### src/rtl/reset_seq_pkg.sv
// Shared types and constants for the Tx reset sequencer.
package reset_seq_pkg;

  typedef enum logic [2:0] {
    ST_HOLD     = 3'd0,
    ST_RELEASE  = 3'd1,
    ST_WAIT_ACK = 3'd2,
    ST_GAP      = 3'd3,
    ST_RUN      = 3'd4
  } seq_state_e;

  localparam int unsigned RETRY_CNT_W = 4;
  localparam logic [RETRY_CNT_W-1:0] RETRY_CNT_SAT = {RETRY_CNT_W{1'b1}};

  // Saturating increment of the re-sequence counter.
  function automatic logic [RETRY_CNT_W-1:0] retry_inc(input logic [RETRY_CNT_W-1:0] c);
    return (c == RETRY_CNT_SAT) ? c : c + RETRY_CNT_W'(1);
  endfunction

endpackage

### src/rtl/debounce_sync.sv
// Two-flop synchroniser followed by a level debouncer for an asynchronous button.
module debounce_sync #(
  parameter int unsigned DEBOUNCE_CYCLES = 1000000
) (
  input  logic clk,
  input  logic sys_rstn,
  input  logic din,
  output logic dout
);

  localparam int unsigned DB_MAX = (DEBOUNCE_CYCLES > 0) ? DEBOUNCE_CYCLES : 1;
  localparam int unsigned CNT_W  = $clog2(DB_MAX + 1);
  localparam logic [CNT_W-1:0] CNT_LAST = CNT_W'(DB_MAX - 1);

  logic             sync_meta;
  logic             sync_q;
  logic [CNT_W-1:0] cnt;

  // Output flips only after DB_MAX consecutive cycles of disagreement.
  always_ff @(posedge clk or negedge sys_rstn) begin
    if (!sys_rstn) begin
      sync_meta <= 1'b0;
      sync_q    <= 1'b0;
      cnt       <= '0;
      dout      <= 1'b0;
    end else begin
      sync_meta <= din;
      sync_q    <= sync_meta;
      if (sync_q != dout) begin
        if (cnt == CNT_LAST) begin
          dout <= sync_q;
          cnt  <= '0;
        end else begin
          cnt <= cnt + CNT_W'(1);
        end
      end else begin
        cnt <= '0;
      end
    end
  end

endmodule

### src/rtl/reset_sequencer.sv
// Releases per-stage Tx resets in order, one stage at a time, gated on each stage's ready ack.
module reset_sequencer
  import reset_seq_pkg::*;
#(
  parameter int unsigned N_STAGES        = 3,
  parameter int unsigned DEBOUNCE_CYCLES = 1000000,
  parameter int unsigned HOLD_CYCLES     = 16,
  parameter int unsigned STAGE_GAP       = 8,
  parameter int unsigned ACK_TIMEOUT     = 4096
) (
  input  logic                   clk,
  input  logic                   sys_rstn,
  input  logic                   user_rst,
  input  logic [N_STAGES-1:0]    stage_ready,
  output logic [N_STAGES-1:0]    stage_rstn_out,
  output logic                   all_ready,
  output logic                   busy,
  output logic                   timeout_err,
  output logic [RETRY_CNT_W-1:0] retry_cnt
);

  localparam int unsigned MAX_HG  = (HOLD_CYCLES > STAGE_GAP) ? HOLD_CYCLES : STAGE_GAP;
  localparam int unsigned CNT_MAX = (MAX_HG > ACK_TIMEOUT) ? MAX_HG : ACK_TIMEOUT;
  localparam int unsigned CNT_W   = $clog2(CNT_MAX + 1);
  localparam int unsigned K_W     = (N_STAGES > 1) ? $clog2(N_STAGES) : 1;

  localparam logic [CNT_W-1:0] HOLD_LAST = CNT_W'((HOLD_CYCLES > 0) ? HOLD_CYCLES - 1 : 0);
  localparam logic [CNT_W-1:0] GAP_LAST  = CNT_W'((STAGE_GAP > 0) ? STAGE_GAP - 1 : 0);
  localparam logic [CNT_W-1:0] ACK_LAST  = CNT_W'((ACK_TIMEOUT > 0) ? ACK_TIMEOUT - 1 : 0);
  localparam logic [K_W-1:0]   K_LAST    = K_W'(N_STAGES - 1);

  logic                   rst_meta;
  logic                   rst_sync_n;
  logic                   user_db;
  logic                   user_db_q;
  logic                   user_rise;
  seq_state_e             state_q, state_d;
  logic [K_W-1:0]         k_q, k_d;
  logic [CNT_W-1:0]       cnt_q, cnt_d;
  logic [N_STAGES-1:0]    rstn_d;
  logic                   terr_d;
  logic [RETRY_CNT_W-1:0] retry_d;
  logic                   go_hold;
  logic                   bump;
  logic                   set_terr;
  logic                   advance;
  logic                   lost_lower;

  debounce_sync #(
    .DEBOUNCE_CYCLES(DEBOUNCE_CYCLES)
  ) u_user_db (
    .clk      (clk),
    .sys_rstn (sys_rstn),
    .din      (user_rst),
    .dout     (user_db)
  );

  // Async-assert, sync-deassert copy of sys_rstn that enables the FSM.
  always_ff @(posedge clk or negedge sys_rstn) begin
    if (!sys_rstn) begin
      rst_meta   <= 1'b0;
      rst_sync_n <= 1'b0;
    end else begin
      rst_meta   <= 1'b1;
      rst_sync_n <= rst_meta;
    end
  end

  assign user_rise = user_db & ~user_db_q;

  // Next-state and next-output logic.
  always_comb begin
    state_d    = state_q;
    k_d        = k_q;
    cnt_d      = cnt_q;
    rstn_d     = stage_rstn_out;
    terr_d     = timeout_err;
    retry_d    = retry_cnt;
    go_hold    = 1'b0;
    bump       = 1'b0;
    set_terr   = 1'b0;
    advance    = 1'b0;
    lost_lower = 1'b0;

    for (int unsigned j = 0; j < N_STAGES; j++) begin
      if ((K_W'(j) < k_q) && !stage_ready[j]) lost_lower = 1'b1;
    end

    case (state_q)
      ST_HOLD: begin
        k_d    = '0;
        rstn_d = '0;
        if (cnt_q >= HOLD_LAST) begin
          if (!user_db) begin
            state_d = ST_RELEASE;
            cnt_d   = '0;
          end
        end else begin
          cnt_d = cnt_q + CNT_W'(1);
        end
      end
      ST_RELEASE: begin
        rstn_d[k_q] = 1'b1;
        cnt_d       = '0;
        state_d     = ST_WAIT_ACK;
      end
      ST_WAIT_ACK: begin
        if (lost_lower) begin
          go_hold = 1'b1;
          bump    = 1'b1;
        end else if (stage_ready[k_q]) begin
          if (STAGE_GAP == 0) begin
            advance = 1'b1;
          end else begin
            state_d = ST_GAP;
            cnt_d   = '0;
          end
        end else if (cnt_q == ACK_LAST) begin
          go_hold  = 1'b1;
          bump     = 1'b1;
          set_terr = 1'b1;
        end else begin
          cnt_d = cnt_q + CNT_W'(1);
        end
      end
      ST_GAP: begin
        if (lost_lower) begin
          go_hold = 1'b1;
          bump    = 1'b1;
        end else if (cnt_q == GAP_LAST) begin
          advance = 1'b1;
        end else begin
          cnt_d = cnt_q + CNT_W'(1);
        end
      end
      ST_RUN: begin
        if (!(&stage_ready)) begin
          go_hold = 1'b1;
          bump    = 1'b1;
        end
      end
      default: go_hold = 1'b1;
    endcase

    if (advance) begin
      cnt_d = '0;
      if (k_q == K_LAST) begin
        state_d = ST_RUN;
      end else begin
        k_d     = k_q + K_W'(1);
        state_d = ST_RELEASE;
      end
    end

    // A fresh user press overrides everything and is not counted as a retry.
    if (user_rise) begin
      go_hold  = 1'b1;
      bump     = 1'b0;
      set_terr = 1'b0;
    end

    if (go_hold) begin
      state_d = ST_HOLD;
      k_d     = '0;
      cnt_d   = '0;
      rstn_d  = '0;
    end
    if (set_terr) terr_d  = 1'b1;
    if (bump)     retry_d = retry_inc(retry_cnt);
  end

  always_ff @(posedge clk or negedge sys_rstn) begin
    if (!sys_rstn) begin
      state_q        <= ST_HOLD;
      k_q            <= '0;
      cnt_q          <= '0;
      stage_rstn_out <= '0;
      all_ready      <= 1'b0;
      busy           <= 1'b1;
      timeout_err    <= 1'b0;
      retry_cnt      <= '0;
      user_db_q      <= 1'b0;
    end else begin
      user_db_q <= user_db;
      if (rst_sync_n) begin
        state_q        <= state_d;
        k_q            <= k_d;
        cnt_q          <= cnt_d;
        stage_rstn_out <= rstn_d;
        all_ready      <= (state_d == ST_RUN);
        busy           <= (state_d != ST_RUN);
        timeout_err    <= terr_d;
        retry_cnt      <= retry_d;
      end
    end
  end

endmodule

### config.mk
export PLATFORM = sky130hd
export DESIGN_NAME = reset_sequencer
export DESIGN_NICKNAME = d
export VERILOG_FILES = /design/src/rtl/reset_seq_pkg.sv /design/src/rtl/debounce_sync.sv /design/src/rtl/reset_sequencer.sv
export SDC_FILE = /design/constraint.sdc
export NUM_CORES = 1
export LEC_CHECK = 0
export BUFFER_PORTS_ARGS = -buffer_cell sky130_fd_sc_hd__buf_2
export CAP_MARGIN = 20
export CORE_UTILIZATION = 45
export DETAILED_ROUTE_END_ITERATION = 10
export GPL_ROUTABILITY_DRIVEN = 0
export GPL_TIMING_DRIVEN = 0
export PLACE_DENSITY = 0.64
export SYNTH_ARGS = -nofsm -noshare
export SYNTH_HDL_FRONTEND = slang
export SYNTH_SLANG_ARGS = --single-unit
### constraint.sdc
create_clock -name clk -period 3 [get_ports clk]
set_input_delay 0.15 -clock clk [delete_from_list [all_inputs] [get_ports clk]]
set_output_delay 0.15 -clock clk [all_outputs]
set_load 0.01 [all_outputs]
* Yosys cells after proc, flatten, opt, wreduce, memory -nomap -nowiden
Cells that the tools add are included.
Word-level totals: bits in registers 54, latch bits 0, bits in writable memories 0, memory bits (read-only) 0, input bits 6, output and inout port bits 10, memories kept 0
Cells by class: $add $sub $neg 4, multipliers 0, divide/modulo/power cells 0, $lt $le $gt $ge 6, eq/ne operators 17, shift-type cells 0, mux-type cells 48, bitwise logic cells 4, reduce and logical (&&, ||, !) cells 17
Operators with widths (count):
- 13-bit two-way mux | 9
- 13-bit one-hot mux with 4 select lines | 1
- 20-bit two-way mux | 2
- 3-bit two-way mux | 8
- 20-bit by 1-bit adder with 20-bit output (second input constant) | 1
- 20-bit == test (second input constant) | 1
- 1-bit two-way mux | 18
- 13-bit by 1-bit adder with 13-bit output (second input constant) | 1
- 13-bit by 12-bit == test with 1-bit output (second input constant) | 1
- 13-bit by 3-bit == test with 1-bit output (second input constant) | 1
- 13-bit by 4-bit >= comparator with 1-bit output (second input constant) | 1
- 4-bit != test (second input constant) | 3
- 5-bit != test (second input constant) | 2
- 3-bit one-hot mux with 3 select lines | 1
- 2-bit two-way mux | 4
- 7-bit AND reduction | 1
- 3-bit by 2-bit == test with 1-bit output (second input constant) | 2
- 3-bit == test (second input constant) | 2
- 3-bit one-hot mux with 2 select lines | 1
- 2-bit AND reduction | 3
- 3-bit AND reduction | 2
- 6-bit nonzero test | 1
- 4-bit by 1-bit adder with 4-bit output (second input constant) | 1
- 4-bit == test (second input constant) | 1
- 21 further kinds | 28

* Depth between registers and ports, before layout
Gate-level depths: netlist of run 1.
depth in word-level cells 10, gate-level depth with buffers 8

* By module
From an unflattened synthesis of run 1, not the netlist that was laid out.
Second synthesis, totals: cells, all modules 334, area, all modules 3128.0 µm²
Modules (own cells, without submodules):
- reset_sequencer | instances 1, cells an instance 224, area each 2019.4 µm², sequential area each 777.0 µm²
- debounce_sync | instances 1, cells an instance 110, area each 1108.6 µm², sequential area each 575.6 µm²

* Worst setup path before layout of run 1
OpenSTA, ideal clock, no wires.
path kind reg2reg, start register cnt_q[5], end register cnt_q[1], library setup time 0.125 ns, arrival 2.119 ns, required time 2.875 ns, setup slack 0.757 ns, stages on the path, launching flop included 8, buffers on the path 1, clock period less this slack 2.243 ns, path through dfrtp_1 -> buf_6 -> or4_4 -> nor4_4 -> and2_4 -> nor2_2 -> a31oi_4 -> mux2_2
On the way: longest elaborated chain between the ends 8
RTL lines:
- from (decl) | RTL line reset_sequencer.sv:39 | logic [CNT_W-1:0] cnt_q, cnt_d;
- from (signal assigned) | RTL line reset_sequencer.sv:188 | cnt_q <= cnt_d;
- 13-bit by 12-bit == test with 1-bit output | RTL line reset_sequencer.sv:118 | end else if (cnt_q == ACK_LAST) begin
- 1-bit two-way mux | RTL line reset_sequencer.sv:118
- 1-bit two-way mux | RTL line reset_sequencer.sv:111 | end else if (stage_ready[k_q]) begin
- 1-bit two-way mux | RTL line reset_sequencer.sv:108 | if (lost_lower) begin
- 1-bit one-hot mux with 4 select lines | RTL line reset_sequencer.sv:89 | case (state_q)
- 1-bit two-way mux | RTL line reset_sequencer.sv:156 | if (user_rise) begin
- 5-bit != test (no source line), or another cell as far along
- 7-bit AND reduction (no source line)
Several ways; a longest one is shown, not always the timed one. A chain may end at the register's enable or synchronous reset.

* Final worst setup path of run 1
start register cnt_q[0], end register cnt_q[1]
On the way: longest elaborated chain between the ends 8
RTL lines:
- branches (longest 8 deep; another with 13-bit by 1-bit adder with 13-bit output)
Parallel ways; which one is timed is not known. The select of a mux whose other input is x is not followed.

==> results.sh, run 1 <==
export IMPL_drc_errors=0
export IMPL_cts_resized_gates=0
export IMPL_powerDensity_nw_per_um2=654
export IMPL_max_stage_delay_ns=0.48
export IMPL_yosys_area_share_xor_xnor_pct=6.26
export IMPL_synth_top_family_by_area="simple AND/OR/NAND/NOR gates"
export IMPL_cts_buffers=5
export IMPL_drt_iter0_markers=94
export IMPL_holdPathStages=0
export IMPL_drive_above_1_share_pct=16.0
export IMPL_ff2ff_setup_slack_ns=0.42
export IMPL_synth_area_mux_share_pct=1.83
export IMPL_rows=29
export IMPL_peakVddDrop_mv=0.405
export IMPL_synth_seq_cells=54
export IMPL_cts_num_sinks=54
export IMPL_synth_nets=309
export IMPL_initial_utilization_pct=46.6
export IMPL_cts_buffer_depth=2
export IMPL_cts_htree_levels=2
export IMPL_synth_flop_cell="dfrtp_1"
export IMPL_antenna_found_initial=0
export IMPL_final_core_util_pct=51.8
export IMPL_die_h_um=82.8
export IMPL_synthesis_area_um2=2940
export IMPL_syn_area_per_cell_um2=9.80
export IMPL_cts_tree="built"
export IMPL_vias=2293
export IMPL_grt_pass1_wl_mm=10.2
export IMPL_diodes=0
export IMPL_fin_skew_ns=0.0123
export IMPL_cts_root_buf="clkbuf_8"
export IMPL_overflow=0
export IMPL_synth_seq_area_share_pct=46.0
export IMPL_hold_viol=0
export IMPL_synth_simple_area_share_pct=26.9
export IMPL_ff2ff_path_depth=7
export IMPL_core_area_um2=6310
export IMPL_yosysWarnings=0
export IMPL_via_per_inst=5.69
export IMPL_cp_end_kind="register"
export IMPL_track_usage_pct=18.0
export IMPL_setup_violations=0
export IMPL_hp_class="register to register"
export IMPL_status="complete, no violations"
export IMPL_crit_type="register to register"
export IMPL_crit_chain="ha_1, and3_1, nand4b_1, nor4_2, nor2_2, a31oi_4, mux2_2"
export IMPL_slew_headroom_pct=57.0
export IMPL_drv_slew=0
export IMPL_clkSlewWorstSetupHoldPaths_ns=0.10
export IMPL_design_power_total_mw=2.14
export IMPL_worstMarginPinSlew_ns=0.640
export IMPL_filler_cell_count=609
export IMPL_chipWidth_um=82.8
export IMPL_synth_compound_area_share_pct=12.8
export IMPL_dieArea_um2=6860
export IMPL_drv_cap=0
export IMPL_clock_latency_ns=0.31
export IMPL_fin_crit_ns=2.58
export IMPL_first_global_vias=2166
export IMPL_min_period_over_period_pct=86.0
export IMPL_required_ns=3.20
export IMPL_p_leak_nw=1.43
export IMPL_crit_path_top_delay_cell="nor4_2"
export IMPL_port_buffers=15
export IMPL_netlist_instances=300
export IMPL_nets=334
export IMPL_ioPinCount=16
export IMPL_crit_fanout=6
export IMPL_setup_tns_final_ns=0
export IMPL_grt_max_degree=29
export IMPL_async_reset_ff_share_pct=100
export IMPL_synth_distinct_cells=58
export IMPL_syn2layout_area_growth_pct=11.3
export IMPL_dpl_hpwl_mm=4.23
export IMPL_cp_start_kind="register"
export IMPL_critical_path_arrival_ns=2.78
export IMPL_drt_wl_total_mm=5.86
export IMPL_synth_edf_count=0
export IMPL_synth_fa_ha_area_share_pct=1.28
export IMPL_fmax_ghz=0.388
export IMPL_post_drt_wl_per_cell_um=14.5
export IMPL_firstDrtPassIters=5
export IMPL_detail_route_antenna_nets=0
export IMPL_rsz0062_at_grt="no"
[per-layer routing]
metal | global-route usage, % | part of all wire (%) | up-vias
met2 | 28.1 | 46 | 40
met4 | 5.96 | 0.82 | 0
met1 | 25.6 | 49 | 1115
li1 | - | - | 1133
met3 | 2.68 | 3.4 | 5
met5 | 0 | 0 | -
[state kept, by name, summed over array words and instances, names as in the netlist]
signal / cells
all_ready: 1
busy: 1
cnt_q: 13
k_q: 2
retry_cnt: 4
rst_meta: 1
rst_sync_n: 1
stage_rstn_out: 3
state_q: 3
timeout_err: 1
u_user_db.cnt: 20
u_user_db.dout: 1
u_user_db.sync_meta: 1
u_user_db.sync_q: 1
user_db_q: 1
[layout make-up]
class / count / area, um2 / share of cell area [%]
multi-input cells: 218 / 1450 / 44.2
flip-flops and latches: 54 / 1350 / 41.3
clock inverters: 2 / 38.8 / 1.19
well taps: 77 / 96.3 / 2.94
inverters: 17 / 63.8 / 1.95
repair buffers: 18 / 115 / 3.52
clock buffers: 6 / 82.6 / 2.52
plain buffers: 11 / 77.6 / 2.37
[report_power, final]
group,switching [mW],internal [mW],total [mW]
sequential,0.0855,0.823,0.909
combinational,0.440,0.266,0.706
clock,0.250,0.275,0.525
total,0.776,1.36,2.14
[synthesized netlist by cell type (2+ instances only)]
library cell | number | area share [%]
xor2_1 | 12 | 3.6
clkbuf_1 | 4 | 0.51
nor2_1 | 26 | 3.3
nor4_4 | 2 | 1.4
nor4_1 | 3 | 0.64
o31ai_1 | 2 | 0.51
xnor2_1 | 9 | 2.7
nand2_2 | 2 | 0.43
or3_1 | 3 | 0.64
and3_1 | 14 | 3.0
o21ai_0 | 7 | 1.2
dfrtp_1 | 53 | 45
inv_1 | 17 | 2.2
o2bb2ai_1 | 2 | 0.60
nand3_1 | 18 | 3.1
nand2b_1 | 5 | 1.1
mux2i_1 | 2 | 0.68
mux2_2 | 3 | 1.1
o221ai_1 | 11 | 3.3
nor2_2 | 2 | 0.43
o22a_1 | 2 | 0.60
a21oi_1 | 9 | 1.5
buf_2 | 3 | 0.51
buf_6 | 3 | 1.1
nor2b_1 | 4 | 0.85
nand4_1 | 14 | 3.0
nor3_1 | 6 | 1.0
nand2_1 | 23 | 2.9
a31oi_1 | 3 | 0.64
or2_2 | 2 | 0.43
ha_1 | 3 | 1.3
nand4b_1 | 5 | 1.5
[metrics by stage]
| stage | hold slack (ns) | worst slack [ns] | area [um2] | instances |
|---|---|---|---|---|
| 3_5_place_dp | 0.208 | 0.480 | 3130 | 393 |
| 2_1_floorplan | -0.146 | 0.757 | 2940 | 300 |
| 4_1_cts | 0.361 | 0.442 | 3270 | 403 |
| 3_3_place_gp | 0.262 | 0.469 | 3110 | 392 |
| 5_1_grt | 0.370 | 0.193 | 3270 | 403 |
| 6_report | 0.360 | 0.420 | 3270 | 403 |
[repair_timing]
action                                 in CTS  in global routing
setup buffers                               0                  0
endpoints found under the hold margin      27                  0
hold buffers                                2                  0
[critical path, delay by kind of cell (launching register included)]
kind	cells	cell delay, ns
AO/OA/AOI/OAI	1	0.29
multiplexers	1	0.36
AND/OR/NAND/NOR	4	1.11
adder cells (fa/ha/maj)	1	0.28
flip-flops	1	0.42
[cells in the final DEF (no fill, tap or decap), types with 4 or more instances in the layout]
cell       n
nor2_1    26
o221ai_1  11
dfrtp_1   53
xnor2_1    9
nand2b_1   5
nor3_1     6
inv_1     17
nand4_1   14
buf_2     18
xor2_1    12
nand2_1   23
clkbuf_1   4
a21oi_1    9
and3_1    14
nand3_1   18
nand4b_1   5
nor2b_1    4
o21ai_0    7
clkbuf_8   7
[path summary, 6_finish.rpt]
check | start | end
hold / removal | u_user_db.sync_meta | u_user_db.sync_q
hold reg to reg | u_user_db.sync_meta | u_user_db.sync_q
setup reg to reg | cnt_q[0] | cnt_q[1]
setup / recovery | cnt_q[0] | cnt_q[1]
min in group asynchronous | sys_rstn | u_user_db.cnt[5]
max in group asynchronous | sys_rstn | busy
[cell families (layout without fill, tap and decap cells)]
kind of cell / Yosys count / in the layout
DFF: 54 / 54
muxes: 5 / 5
buffers and inverters: 28 / 54
adders and majority gates: 3 / 3
AOI/OAI and AO/OA: 48 / 48
xor gates and xnor gates: 21 / 21
other: 1 / 1
and+or+nand+nor: 140 / 140
Power figures use the tool's default switching activity.
==> run 2: changes to the inputs <==
Settings changed: PLACE_DENSITY 0.64 to 0.67.
==> results.sh, run 2 (synthesized netlist as in run 1, its figures left out) <==
export IMPL_status="complete, no violations"
export IMPL_vias=2345
export IMPL_seqPwrFrac_pct=44.7
export IMPL_ioPinCount=16
export IMPL_final_common_cell="dfrtp_1"
export IMPL_overflow=0
export IMPL_grt_max_degree=38
export IMPL_track_usage_pct=18.6
export IMPL_chipWidth_um=82.8
export IMPL_p_int_mw=1.25
export IMPL_critical_path_arrival_ns=2.79
export IMPL_ff2ff_setup_slack_ns=0.41
export IMPL_port_buffers=15
export IMPL_worstMarginPinSlew_ns=0.649
export IMPL_place_ws_ns=0.479
export IMPL_min_period_over_period_pct=86.5
export IMPL_drv_slew=0
export IMPL_final_core_util_pct=51.3
export IMPL_regMostFlops="u_user_db.cnt"
export IMPL_clkSlewWorstSetupHoldPaths_ns=0.10
export IMPL_die_h_um=82.8
export IMPL_drt_wl_total_mm=6.01
export IMPL_detail_route_antenna_nets=0
export IMPL_power_switching_mw=0.786
export IMPL_cp_end_kind="register"
export IMPL_crit_type="register to register"
export IMPL_crit_start="cnt_q[0]"
export IMPL_fmax_ghz=0.385
export IMPL_setup_violations=0
export IMPL_ff2ff_path_depth=7
export IMPL_diodes=0
export IMPL_setup_tns_final_ns=0
export IMPL_cts_root_buf="clkbuf_8"
export IMPL_required_ns=3.20
export IMPL_slew_headroom_pct=56.4
export IMPL_pwr_share_clk_pct=19.8
export IMPL_combPwrFrac_pct=35.5
export IMPL_post_drt_wl_per_cell_um=14.9
export IMPL_r2r_start="cnt_q[0]"
export IMPL_drt_iter0_markers=147
export IMPL_syn2layout_area_growth_pct=10.2
export IMPL_cts_buffers=5
export IMPL_fin_crit_ns=2.59
export IMPL_largest_reg_flops=20
export IMPL_firstDrtPassIters=4
export IMPL_dieArea_um2=6860
export IMPL_drv_cap=0
export IMPL_hold_viol=0
export IMPL_fin_skew_ns=0.00805
export IMPL_layout_setup_ws_ns=0.406
export IMPL_cp_start_kind="register"
export IMPL_crit_path_top_delay_cell="nor4_2"
export IMPL_rows=29
export IMPL_crit_chain="ha_1, and3_1, nand4b_1, nor4_2, nor2_2, a31oi_4, mux2_2"
export IMPL_largestRegisters="u_user_db.cnt x20, cnt_q x13, retry_cnt x4"
export IMPL_layout_common_cells="dfrtp_1, nor2_1, nand2_1"
export IMPL_crit_fanout=6
export IMPL_peakVddDrop_mv=0.405
export IMPL_initial_utilization_pct=46.6
export IMPL_r2r_end="cnt_q[1]"
export IMPL_nets=334
export IMPL_antenna_found_initial=0
export IMPL_drive_above_1_share_pct=15.6
export IMPL_cts_buffer_depth=2
export IMPL_core_area_um2=6310
export IMPL_rsz0062_at_grt="no"
export IMPL_drc_errors=0
export IMPL_cts_tree="built"
export IMPL_post_cts_buffers=0
export IMPL_netSwitchingFraction_pct=38.5
export IMPL_max_stage_delay_ns=0.51
export IMPL_p_leak_nw=1.41
export IMPL_clock_latency_ns=0.31
export IMPL_via_per_inst=5.82
export IMPL_cts_htree_levels=2
export IMPL_cts_num_sinks=54
export IMPL_powerDensity_nw_per_um2=630
export IMPL_hp_class="input pin to async pin"
export IMPL_first_global_vias=2230
export IMPL_dpl_hpwl_mm=4.29
export IMPL_grt_pass1_wl_mm=10.6
-- run 2: metal layers --
| layer | vias up | global-route usage, % | routed length (um) |
|---|---|---|---|
| li1 | 1137 | - | - |
| met4 | 0 | 6.58 | 82 |
| met3 | 8 | 3.18 | 208 |
| met5 | - | 0 | 0 |
| met2 | 52 | 29.1 | 2770 |
| met1 | 1148 | 26.2 | 2940 |
-- run 2: power groups by stage --
stage | sequential, mW | combinational [mW] | clock (mW)
2_1_floorplan | 0.921 | 0.508 | 0
3_3_place_gp | 0.917 | 0.699 | 0
3_5_place_dp | 0.923 | 0.716 | 0
4_1_cts | 0.910 | 0.721 | 0.417
5_1_grt | 0.924 | 0.803 | 0.442
6_report | 0.911 | 0.725 | 0.404
-- run 2: timing repair --
action / CTS / global route
resized for setup: 0 / 0
hold buffers: 2 / 0
endpoints found under the hold margin: 17 / 0
-- run 2: final cells by class --
cell class / instances / area, um2
repair buffers: 18 / 115
plain buffers: 11 / 77.6
clock inverters: 2 / 15.0
inverters: 17 / 63.8
fillers: 594 / 3070
multi-input cells: 218 / 1450
clock buffers: 6 / 72.6
well taps: 77 / 96.3
flip-flops and latches: 54 / 1350
-- run 2: stage by stage --
stage | hold WS [ns] | power [mW] | area (um2) | std cells
3_3_place_gp | 0.258 | 1.62 | 3110 | 392
2_1_floorplan | -0.146 | 1.43 | 2940 | 300
5_1_grt | 0.357 | 2.17 | 3240 | 403
4_1_cts | 0.316 | 2.05 | 3240 | 403
6_report | 0.310 | 2.04 | 3240 | 403
3_5_place_dp | 0.116 | 1.64 | 3130 | 393
-- run 2: worst max-delay path by stage --
stage                     endpoint  slack [ns]  depth (start not counted)
after CTS                 cnt_q[1]        0.44                          7
after floorplan           cnt_q[1]        0.76                          7
after global routing      cnt_q[1]        0.28                          7
after global placement    cnt_q[1]        0.53                          7
final                     cnt_q[1]        0.41                          7
after detailed placement  cnt_q[1]        0.48                          7
-- run 2: critical path, delay by kind of cell (launching register included) --
family	cells	cell delay [ns]
DFF	1	0.41
AOI/OAI and AO/OA	1	0.30
muxes	1	0.36
and+or+nand+nor	4	1.13
adders and majority gates	1	0.28
==> run 3: changes to the inputs <==
Settings changed: ABC_AREA from default to 1, PLACE_DENSITY 0.67 to 0.66.
==> results.sh, run 3 <==
export IMPL_track_usage_pct=21.7
export IMPL_pwr_share_clk_pct=20.2
export IMPL_synth_edf_count=0
export IMPL_powerDensity_nw_per_um2=599
export IMPL_hold_viol=0
export IMPL_die_h_um=89.0
export IMPL_clock_latency_ns=0.32
export IMPL_drt_wl_total_mm=7.92
export IMPL_holdPathEnd="rst_sync_n"
export IMPL_netSwitchingFraction_pct=42.3
export IMPL_regArea_um2=1350
export IMPL_status="complete, no violations"
export IMPL_required_ns=3.22
export IMPL_async_reset_ff_share_pct=100
export IMPL_setup_violations=0
export IMPL_drive_above_1_share_pct=10.2
export IMPL_critical_path_arrival_ns=2.39
export IMPL_hp_start="rst_meta"
export IMPL_r2r_start="cnt_q[0]"
export IMPL_post_drt_wl_per_cell_um=13.0
export IMPL_first_global_vias=2857
export IMPL_drt_iter0_markers=184
export IMPL_netlist_instances=483
export IMPL_drv_slew=0
export IMPL_fin_crit_ns=2.16
export IMPL_diodes=0
export IMPL_p_int_mw=1.29
export IMPL_fin_skew_ns=0.00966
export IMPL_clkSlewWorstSetupHoldPaths_ns=0.11
export IMPL_nets=517
export IMPL_cts_root_buf="clkbuf_8"
export IMPL_synth_seq_area_share_pct=39.7
export IMPL_synthesis_area_um2=3400
export IMPL_place_ws_ns=0.887
export IMPL_dpl_hpwl_mm=5.84
export IMPL_min_period_over_period_pct=72.1
export IMPL_seqPwrFrac_pct=40.2
export IMPL_yosysWarnings=0
export IMPL_regMostFlops="u_user_db.cnt"
export IMPL_peakVddDrop_mv=0.299
export IMPL_rows=31
export IMPL_ff2ff_path_depth=11
export IMPL_final_common_cell="nand2_1"
export IMPL_hp_class="register to register"
export IMPL_drv_cap=0
export IMPL_grt_max_degree=29
export IMPL_slew_headroom_pct=57.0
export IMPL_firstDrtPassIters=5
export IMPL_largest_reg_flops=20
export IMPL_combPwrFrac_pct=39.5
export IMPL_port_buffers=15
export IMPL_crit_fanout=10
export IMPL_p_leak_nw=1.80
export IMPL_r2r_end="cnt_q[2]"
export IMPL_holdPathStages=0
export IMPL_hold_slack_ns=0.360
export IMPL_ff2ff_setup_slack_ns=0.84
export IMPL_syn2layout_area_growth_pct=9.89
export IMPL_cts_buffers=5
export IMPL_yosysTopAreaCell="dfrtp_1"
export IMPL_synth_most_common_cell="nand2_1"
export IMPL_antenna_found_initial=0
export IMPL_dieArea_um2=7910
export IMPL_initial_utilization_pct=46.7
export IMPL_core_area_um2=7290
export IMPL_post_cts_buffers=0
export IMPL_fmax_ghz=0.462
export IMPL_via_per_inst=5.19
export IMPL_setup_tns_final_ns=0
export IMPL_power_switching_mw=0.948
export IMPL_cts_num_sinks=54
export IMPL_drc_errors=0
export IMPL_cp_start_kind="register"
export IMPL_cts_tree="built"
export IMPL_rsz0062_at_grt="no"
export IMPL_cts_htree_levels=2
export IMPL_largestRegisters="u_user_db.cnt x20, cnt_q x13, retry_cnt x4"
export IMPL_ctsHoldBuffers=2
export IMPL_syn_area_per_cell_um2=7.05
export IMPL_layout_common_cells="nand2_1, nor2_1, nand3_1"
export IMPL_ys_top_cells_by_area="dfrtp_1, nand2_1, nand3_1"
export IMPL_grt_pass1_wl_mm=13.2
export IMPL_synth_flop_cell="dfrtp_1"
export IMPL_synth_seq_cells=54
export IMPL_chipWidth_um=89.0
export IMPL_vias=3158
export IMPL_ioPinCount=16
export IMPL_final_core_util_pct=51.3
export IMPL_filler_cell_count=753
export IMPL_crit_type="register to register"
export IMPL_synth_nets=492
export IMPL_overflow=0
export IMPL_cts_buffer_depth=2
export IMPL_detail_route_antenna_nets=0
export IMPL_multi_input_area_um2=1780
export IMPL_synth_distinct_cells=38
export IMPL_layout_setup_ws_ns=0.837
export IMPL_worstMarginPinSlew_ns=0.645
export IMPL_synth_top_cell_area_share_pct=39.0
export IMPL_synthTopCellsByCount="nand2_1, nor2_1, nand3_1"
export IMPL_cp_end_kind="register"
export IMPL_cts_resized_gates=0
==> run 3: per-layer routing <==
| metal | routed length (um) | GRT usage, % | vias up |
|---|---|---|---|
| met5 | 0 | 0 | - |
| met4 | 121 | 6.64 | 0 |
| met3 | 284 | 2.86 | 11 |
| met2 | 3810 | 37.2 | 62 |
| met1 | 3710 | 28.7 | 1463 |
| li1 | - | - | 1622 |
==> run 3: final cells by class <==
cell class / instances / area share [%]
clock buffers: 5 / 1.84
clock inverters: 3 / 0.769
well taps: 99 / 3.31
multi-input cells: 365 / 47.6
repair buffers: 18 / 3.08
inverters: 52 / 5.35
flip-flops and latches: 54 / 36.2
plain buffers: 12 / 1.87
==> run 3: logic make-up after synthesis <==
kind of cell	after synthesis	share of synthesized area, %
compound gates	37	6.36
xor+xnor	16	4.12
fa+ha+maj	3	1.10
buf+inv	64	7.94
flops	54	39.7
other cells	1	0.110
simple gates	308	40.6
==> run 3: power groups by stage <==
| stage | sequential [mW] | combinational [mW] | clock [mW] |
|---|---|---|---|
| after floorplan | 0.924 | 0.625 | 0 |
| after global placement | 0.913 | 0.867 | 0 |
| after detailed placement | 0.916 | 0.878 | 0 |
| after CTS | 0.901 | 0.883 | 0.467 |
| after global routing | 0.912 | 0.994 | 0.491 |
| final | 0.902 | 0.886 | 0.454 |
==> run 3: worst max-delay path, stage by stage, from the launching register on <==
cell     delay, ns
dfrtp_1       0.44
ha_1          0.33
nand2_1       0.12
nor2_2        0.14
nand3_1       0.13
nor2_1        0.14
nand2_2       0.11
nand3_4       0.16
buf_2         0.26
nor2_1        0.08
nand3_1       0.09
nand2_1       0.06
==> run 3: worst max path at each step <==
stage | startpoint | to | slack, ns | depth (start not counted)
after floorplan | cnt_q[0] | cnt_q[7] | 1.22 | 12
after detailed placement | cnt_q[0] | cnt_q[5] | 0.89 | 13
final | cnt_q[0] | cnt_q[2] | 0.84 | 11
after global routing | cnt_q[0] | cnt_q[8] | 0.69 | 11
after CTS | cnt_q[0] | cnt_q[3] | 0.86 | 12
after global placement | cnt_q[0] | cnt_q[4] | 0.92 | 13
==> run 3: per-stage QoR <==
stage	total power, mW	cell area (um2)	cells
finish	2.24	3740	608
global route	2.40	3740	608
CTS	2.25	3740	608
detailed placement	1.79	3620	598
global placement	1.78	3600	597
floorplan	1.55	3400	483
